### src/rtl/psimd_issue_pkg.sv
// Shared types and constants for the PSIMD instruction issuer.
package psimd_issue_pkg;

  typedef enum logic [1:0] {
    ST_IDLE  = 2'd0,
    ST_ISSUE = 2'd1,
    ST_GAP   = 2'd2,
    ST_DONE  = 2'd3
  } issuer_state_e;

  // One exception bit per SIMD lane.
  localparam int FLAG_W = 4;

  // All-zero word decodes on the core with wr_enable=0.
  localparam logic [31:0] NOP_DEFAULT = 32'h0000_0000;

endpackage

### src/rtl/psimd_instr_buf.sv
// Program buffer for the PSIMD issuer: DEPTH x INSTR_W slots, appended in
// order by the host, read asynchronously by the issuer's pointer.
module psimd_instr_buf #(
  parameter int DEPTH   = 16,
  parameter int INSTR_W = 32
) (
  input  logic                     clk,
  input  logic                     rst_n,
  input  logic                     clear_i,
  input  logic                     wr_en_i,
  input  logic [INSTR_W-1:0]       wr_data_i,
  input  logic [$clog2(DEPTH)-1:0] rd_ptr_i,
  output logic [INSTR_W-1:0]       rd_data_o,
  output logic [$clog2(DEPTH):0]   count_o,
  output logic                     full_o
);

  localparam int PTR_W = $clog2(DEPTH);
  localparam int CNT_W = PTR_W + 1;

  logic [INSTR_W-1:0] mem_q [DEPTH];
  logic [CNT_W-1:0]   count_q;
  logic [CNT_W-1:0]   count_d;
  logic [PTR_W-1:0]   wr_ptr;
  logic               wr_fire;

  assign full_o  = (count_q == CNT_W'(DEPTH));
  assign wr_fire = wr_en_i && !full_o && !clear_i;
  assign wr_ptr  = count_q[PTR_W-1:0];

  // Next word count: clear empties the buffer, an accepted write appends.
  always_comb begin
    count_d = count_q;
    if (clear_i) begin
      count_d = '0;
    end else if (wr_fire) begin
      count_d = count_q + CNT_W'(1);
    end
  end

  // Word count register; it doubles as the write pointer.
  always_ff @(posedge clk) begin
    if (!rst_n) begin
      count_q <= '0;
    end else begin
      count_q <= count_d;
    end
  end

  // Storage is not reset; only slots below the count are ever read.
  always_ff @(posedge clk) begin
    if (wr_fire) begin
      mem_q[wr_ptr] <= wr_data_i;
    end
  end

  assign rd_data_o = mem_q[rd_ptr_i];
  assign count_o   = count_q;

endmodule

### src/rtl/psimd_instr_issuer.sv
// PSIMD instruction issuer: streams a host-loaded program onto the core's
// instr input with an optional NOP gap after each word, and gathers the
// core's per-lane exception flags into sticky accumulators.
// Optional build macro PSIMD_ISSUE_PERF_EN adds the perf_cycles counter.
//
// state    | meaning
// ---------+--------------------------------------------------------
// ST_IDLE  | waiting; host may load words
// ST_ISSUE | driving slot[ptr] with instr_valid=1
// ST_GAP   | driving NOP between words, gap counter running
// ST_DONE  | program finished; done held, host may load or restart
module psimd_instr_issuer
  import psimd_issue_pkg::*;
#(
  parameter int                 DEPTH     = 16,
  parameter int                 INSTR_W   = 32,
  parameter int                 GAP_W     = 3,
  parameter logic [INSTR_W-1:0] NOP_INSTR = INSTR_W'(NOP_DEFAULT)
) (
  input  logic                   clk,
  input  logic                   rst_n,
  input  logic                   load_valid,
  output logic                   load_ready,
  input  logic [INSTR_W-1:0]     load_data,
  input  logic                   start,
  input  logic                   clear,
  input  logic [GAP_W-1:0]       gap_cycles,
  output logic [INSTR_W-1:0]     instr,
  output logic                   instr_valid,
  output logic                   busy,
  output logic                   done,
  output logic [$clog2(DEPTH):0] prog_count,
  input  logic [FLAG_W-1:0]      invalid,
  input  logic [FLAG_W-1:0]      inexact,
  input  logic [FLAG_W-1:0]      overflow,
  input  logic [FLAG_W-1:0]      underflow,
  input  logic [FLAG_W-1:0]      div_by_zero,
`ifdef PSIMD_ISSUE_PERF_EN
  output logic [15:0]            perf_cycles,
`endif
  output logic [FLAG_W-1:0]      invalid_acc,
  output logic [FLAG_W-1:0]      inexact_acc,
  output logic [FLAG_W-1:0]      overflow_acc,
  output logic [FLAG_W-1:0]      underflow_acc,
  output logic [FLAG_W-1:0]      div_by_zero_acc
);

  localparam int PTR_W = $clog2(DEPTH);
  localparam int CNT_W = PTR_W + 1;

  issuer_state_e      state_q;
  logic [PTR_W-1:0]   ptr_q;
  logic [GAP_W-1:0]   gap_q;
  logic [GAP_W-1:0]   gap_cnt_q;
  logic               done_q;
  logic [FLAG_W-1:0]  invalid_q;
  logic [FLAG_W-1:0]  inexact_q;
  logic [FLAG_W-1:0]  overflow_q;
  logic [FLAG_W-1:0]  underflow_q;
  logic [FLAG_W-1:0]  div_by_zero_q;

  logic [INSTR_W-1:0] rd_data;
  logic [CNT_W-1:0]   count;
  logic               buf_full;
  logic               idle_like;
  logic               load_fire;
  logic               start_fire;
  logic               last_word;

  assign idle_like  = (state_q == ST_IDLE) || (state_q == ST_DONE);
  assign load_ready = idle_like && !buf_full;
  assign load_fire  = load_valid && load_ready && !clear;
  assign start_fire = start && idle_like && !clear;
  assign last_word  = (({1'b0, ptr_q} + CNT_W'(1)) == count);

  psimd_instr_buf #(
    .DEPTH   (DEPTH),
    .INSTR_W (INSTR_W)
  ) u_buf (
    .clk       (clk),
    .rst_n     (rst_n),
    .clear_i   (clear),
    .wr_en_i   (load_fire),
    .wr_data_i (load_data),
    .rd_ptr_i  (ptr_q),
    .rd_data_o (rd_data),
    .count_o   (count),
    .full_o    (buf_full)
  );

  // Issue sequencer: state, read pointer, gap counter, done and flag accumulators.
  always_ff @(posedge clk) begin
    if (!rst_n) begin
      state_q       <= ST_IDLE;
      ptr_q         <= '0;
      gap_q         <= '0;
      gap_cnt_q     <= '0;
      done_q        <= 1'b0;
      invalid_q     <= '0;
      inexact_q     <= '0;
      overflow_q    <= '0;
      underflow_q   <= '0;
      div_by_zero_q <= '0;
    end else if (clear) begin
      // Accumulators survive a clear so the host can still read them.
      state_q <= ST_IDLE;
      ptr_q   <= '0;
      done_q  <= 1'b0;
    end else begin
      if (state_q == ST_ISSUE) begin
        invalid_q     <= invalid_q     | invalid;
        inexact_q     <= inexact_q     | inexact;
        overflow_q    <= overflow_q    | overflow;
        underflow_q   <= underflow_q   | underflow;
        div_by_zero_q <= div_by_zero_q | div_by_zero;
      end
      case (state_q)
        ST_IDLE, ST_DONE: begin
          if (load_fire) begin
            done_q <= 1'b0;
          end
          if (start_fire) begin
            if (count == '0) begin
              // Empty program: finish immediately, accumulators untouched.
              state_q <= ST_DONE;
              done_q  <= 1'b1;
            end else begin
              state_q       <= ST_ISSUE;
              ptr_q         <= '0;
              gap_q         <= gap_cycles;
              done_q        <= 1'b0;
              invalid_q     <= '0;
              inexact_q     <= '0;
              overflow_q    <= '0;
              underflow_q   <= '0;
              div_by_zero_q <= '0;
            end
          end
        end
        ST_ISSUE: begin
          ptr_q <= ptr_q + PTR_W'(1);
          if (last_word) begin
            state_q <= ST_DONE;
            done_q  <= 1'b1;
          end else if (gap_q != '0) begin
            state_q   <= ST_GAP;
            gap_cnt_q <= gap_q;
          end
        end
        ST_GAP: begin
          if (gap_cnt_q <= GAP_W'(1)) begin
            state_q <= ST_ISSUE;
          end else begin
            gap_cnt_q <= gap_cnt_q - GAP_W'(1);
          end
        end
        default: state_q <= ST_IDLE;
      endcase
    end
  end

`ifdef PSIMD_ISSUE_PERF_EN
  logic [15:0] perf_q;

  // Counts ISSUE+GAP cycles of the current run, saturating; frozen in DONE.
  always_ff @(posedge clk) begin
    if (!rst_n) begin
      perf_q <= '0;
    end else if (start_fire) begin
      perf_q <= '0;
    end else if (((state_q == ST_ISSUE) || (state_q == ST_GAP)) && (perf_q != 16'hFFFF)) begin
      perf_q <= perf_q + 16'd1;
    end
  end

  assign perf_cycles = perf_q;
`endif

  assign instr           = (state_q == ST_ISSUE) ? rd_data : NOP_INSTR;
  assign instr_valid     = (state_q == ST_ISSUE);
  assign busy            = (state_q == ST_ISSUE) || (state_q == ST_GAP);
  assign done            = done_q;
  assign prog_count      = count;
  assign invalid_acc     = invalid_q;
  assign inexact_acc     = inexact_q;
  assign overflow_acc    = overflow_q;
  assign underflow_acc   = underflow_q;
  assign div_by_zero_acc = div_by_zero_q;

endmodule

### config.mk
export PLATFORM = sky130hd
export DESIGN_NAME = psimd_instr_issuer
export DESIGN_NICKNAME = d
export VERILOG_FILES = /design/src/rtl/psimd_issue_pkg.sv /design/src/rtl/psimd_instr_buf.sv /design/src/rtl/psimd_instr_issuer.sv
export SDC_FILE = /design/constraint.sdc
export NUM_CORES = 1
export LEC_CHECK = 0
export CELL_PAD_IN_SITES_DETAIL_PLACEMENT = 1
export CELL_PAD_IN_SITES_GLOBAL_PLACEMENT = 2
export CORE_UTILIZATION = 40
export CTS_BUF_LIST = sky130_fd_sc_hd__clkbuf_4 sky130_fd_sc_hd__clkbuf_8 sky130_fd_sc_hd__clkbuf_16
export DETAILED_ROUTE_END_ITERATION = 12
export PLACE_DENSITY = 0.78
export REMOVE_ABC_BUFFERS = 1
export SYNTH_ARGS = -nofsm -noshare
export SYNTH_HDL_FRONTEND = slang
export SYNTH_SLANG_ARGS = --single-unit
### constraint.sdc
create_clock -name clk -period 5.11 [get_ports clk]
set_clock_uncertainty 0.15 [all_clocks]
set_input_delay 1.2775 -clock clk [delete_from_list [all_inputs] [get_ports clk]]
set_output_delay 1.2775 -clock clk [all_outputs]
set_load 0.05 [all_outputs]
==> out/results.ini <==
[synth]
syn_inst = 985
synthDistinctLibCells = 44
syn_area_per_cell_um2 = 21.66
synth_flop_cell = edfxtp_1
synth.yosys.seq_area_share = 0.7602
yosys_warnings = 0
async_reset_ff_frac = 0
yosys_register_bits = 554
synth_edf_count = 512
syn_area_mm2 = 0.02133

[timing]
fin_crit_sh = 0.9528
slew_violations = 0
setup_violations = 0
worstMarginPinSlew_ps = 1041
timing.final.hold_violations = 0
slew_headroom = 0.3058
rsz0062_at_grt = false
fin_tns_setup_ps = 0
finalCriticalPeriod_ps = 4869
max_freq_ghz = 0.2054

[global_route]
grt_max_degree = 47
gr-total-overflow = 0
antenna_found_initial = 1
grtUsageTotal = 0.1884
grt_pass1_wl_mm = 73.42
grt_pass1_vias = 11310

[floorplanning]
ios = 121
core_area_mm2 = 0.05266
rows = 84
die_area_mm2 = 0.05425
fp.dieW_um = 232.9
initial_core_util = 0.4051
die_h_um = 232.9

[route]
dr.first_iter.drc_count = 814
drc_errors = 0
drtAntennaViolNets = 0
via_per_inst = 5.485
wl_per_cell_um = 26.42
vias = 10330
postRouteWirelength_mm = 49.76
dr.pass1.iters = 5

[cts]
cts_resized = 0
cts_hold_buf = 0
path_clk_slew_ps = 60
cts.path.max_buffers = 3
cts_tree = yes
cts_buffers = 58
htree_num_levels = 2
clk_latency_ps = 610
clock-sinks = 554
post_cts_buffers = 0
ctsRootBufferMaster = clkbuf_16

[worst_setup_path]
critical_path_class = reg2out
endpoint_kind = output pin
cp-start-kind = flip-flop
critPathArrivalTime_ps = 3440
required_ps = 3680
crit_path_max_fanout = 46
rrSetupSlack_ps = 1820

[finish]
antenna_cells = 0
finalNetCount = 1221
syn_to_final_growth_pct = 20.05
drive_above_1_share = 0.2736
regArea_mm2 = 0.01623
nFillCells = 4740
multi_input_area_mm2 = 0.004955
final_common_cell = edfxtp_1
final_area_mm2 = 0.02561
final_cell_mix = edfxtp_1, mux4_2, clkdlybuf4s50_1

[place]
io_buffers = 120
globalplace.congestion = 0.7000
place_area_mm2 = 0.02369
hpwl_mm = 27.63

[power_and_ir_drop]
ir_drop_v = 0.0002490
power.leakage_nw = 7.906
p_per_area_mw_per_mm2 = 373.1

[hold_path]
hp-class = reg2reg

[job]
cap_viol_max_count = 0

[outcome]
status = finished, final reports clean

stage by stage:
step / power, mW / util / setup slack (ps) / std cells / hold slack [ps]
2_1_floorplan: 5.279 / - / -3053 / 936 / 301.3
3_3_place_gp: 5.462 / 0.4499 / 898.4 / 1779 / 297.5
3_5_place_dp: 5.476 / 0.4499 / 841.0 / 1779 / 310.4
4_1_cts: 9.664 / 0.4863 / 170.3 / 1883 / 327.0
5_1_grt: 9.849 / 0.4863 / 110.6 / 1883 / 347.8
6_report: 9.554 / 0.4863 / 241.4 / 1883 / 322.1
critical path, stage by stage, from the launching register on:
cell	delay (ps)
dfxtp_4	430
buf_12	340
mux4_2	600
mux4_2	460
and2_1	230
clkdlybuf4s50_1	720
cells in the mapped netlist (all sizes together) (4+ instances only):
library cell	n	area, µm²
ha	10	125.1
mux4	160	3603
nand2	23	86.33
xor2	5	43.79
nand2b	5	31.28
o21ai	6	30.03
nor3	4	20.02
buf	26	136.4
a21oi	29	145.1
dfxtp	42	840.8
o211ai	5	37.54
inv	12	45.04
clkbuf	23	86.33
nor2	47	176.4
and2	33	206.5
edfxtp	512	15370
xnor2	5	43.79
kinds of logic (layout without fill, tap and decap cells):
| logic type | Yosys count | after routing | synth area share |
|---|---|---|---|
| AO/OA/AOI/OAI | 57 | 57 | 0.01631 |
| XOR/XNOR | 10 | 10 | 0.004106 |
| adder cells (fa/ha/maj) | 10 | 10 | 0.005866 |
| buffers and inverters | 61 | 271 | 0.01255 |
| flip-flops | 554 | 554 | 0.7602 |
| multiplexers | 163 | 163 | 0.1704 |
| AND/OR/NAND/NOR | 130 | 130 | 0.03056 |
sequential cells by signal (all words and copies together), names as in the netlist, 4 cells and up, named ones only:
signal / flops
u_buf.count_o: 5
div_by_zero_acc: 4
inexact_acc: 4
u_buf.mem_q: 512
invalid_acc: 4
ptr_q: 4
underflow_acc: 4
overflow_acc: 4
power breakdown:
part	switching, mW	internal, mW
sequential	0.0108	4.98
clock	1.73	2.45
combinational	0.240	0.146
worst paths after layout:
kind,endpoint,depth (start not counted),startpoint
max,instr[24],5,flip-flop
min,underflow_acc[1],2,underflow_acc[1]
max reg2reg,u_buf.mem_q[12][22],7,state_q[0]
min reg2reg,underflow_acc[1],2,underflow_acc[1]
metal layers:
layer,wire length (µm),global-route usage,up-vias
met5,9,0,-
met4,1021,0.05188,2
met3,2762,0.03897,70
met2,25750,0.3275,317
met1,20210,0.2385,5538
li1,-,-,4401
cell type report:
class                   count  share of cell area
multi-input cells         370              0.1935
repair buffers            155             0.06254
clock buffers              72             0.06147
clock inverters            32             0.01349
flip-flops and latches    554              0.6336
well taps                 688             0.03362
inverters                  12            0.001759
No activity file was read; power rests on OpenSTA's default activity.
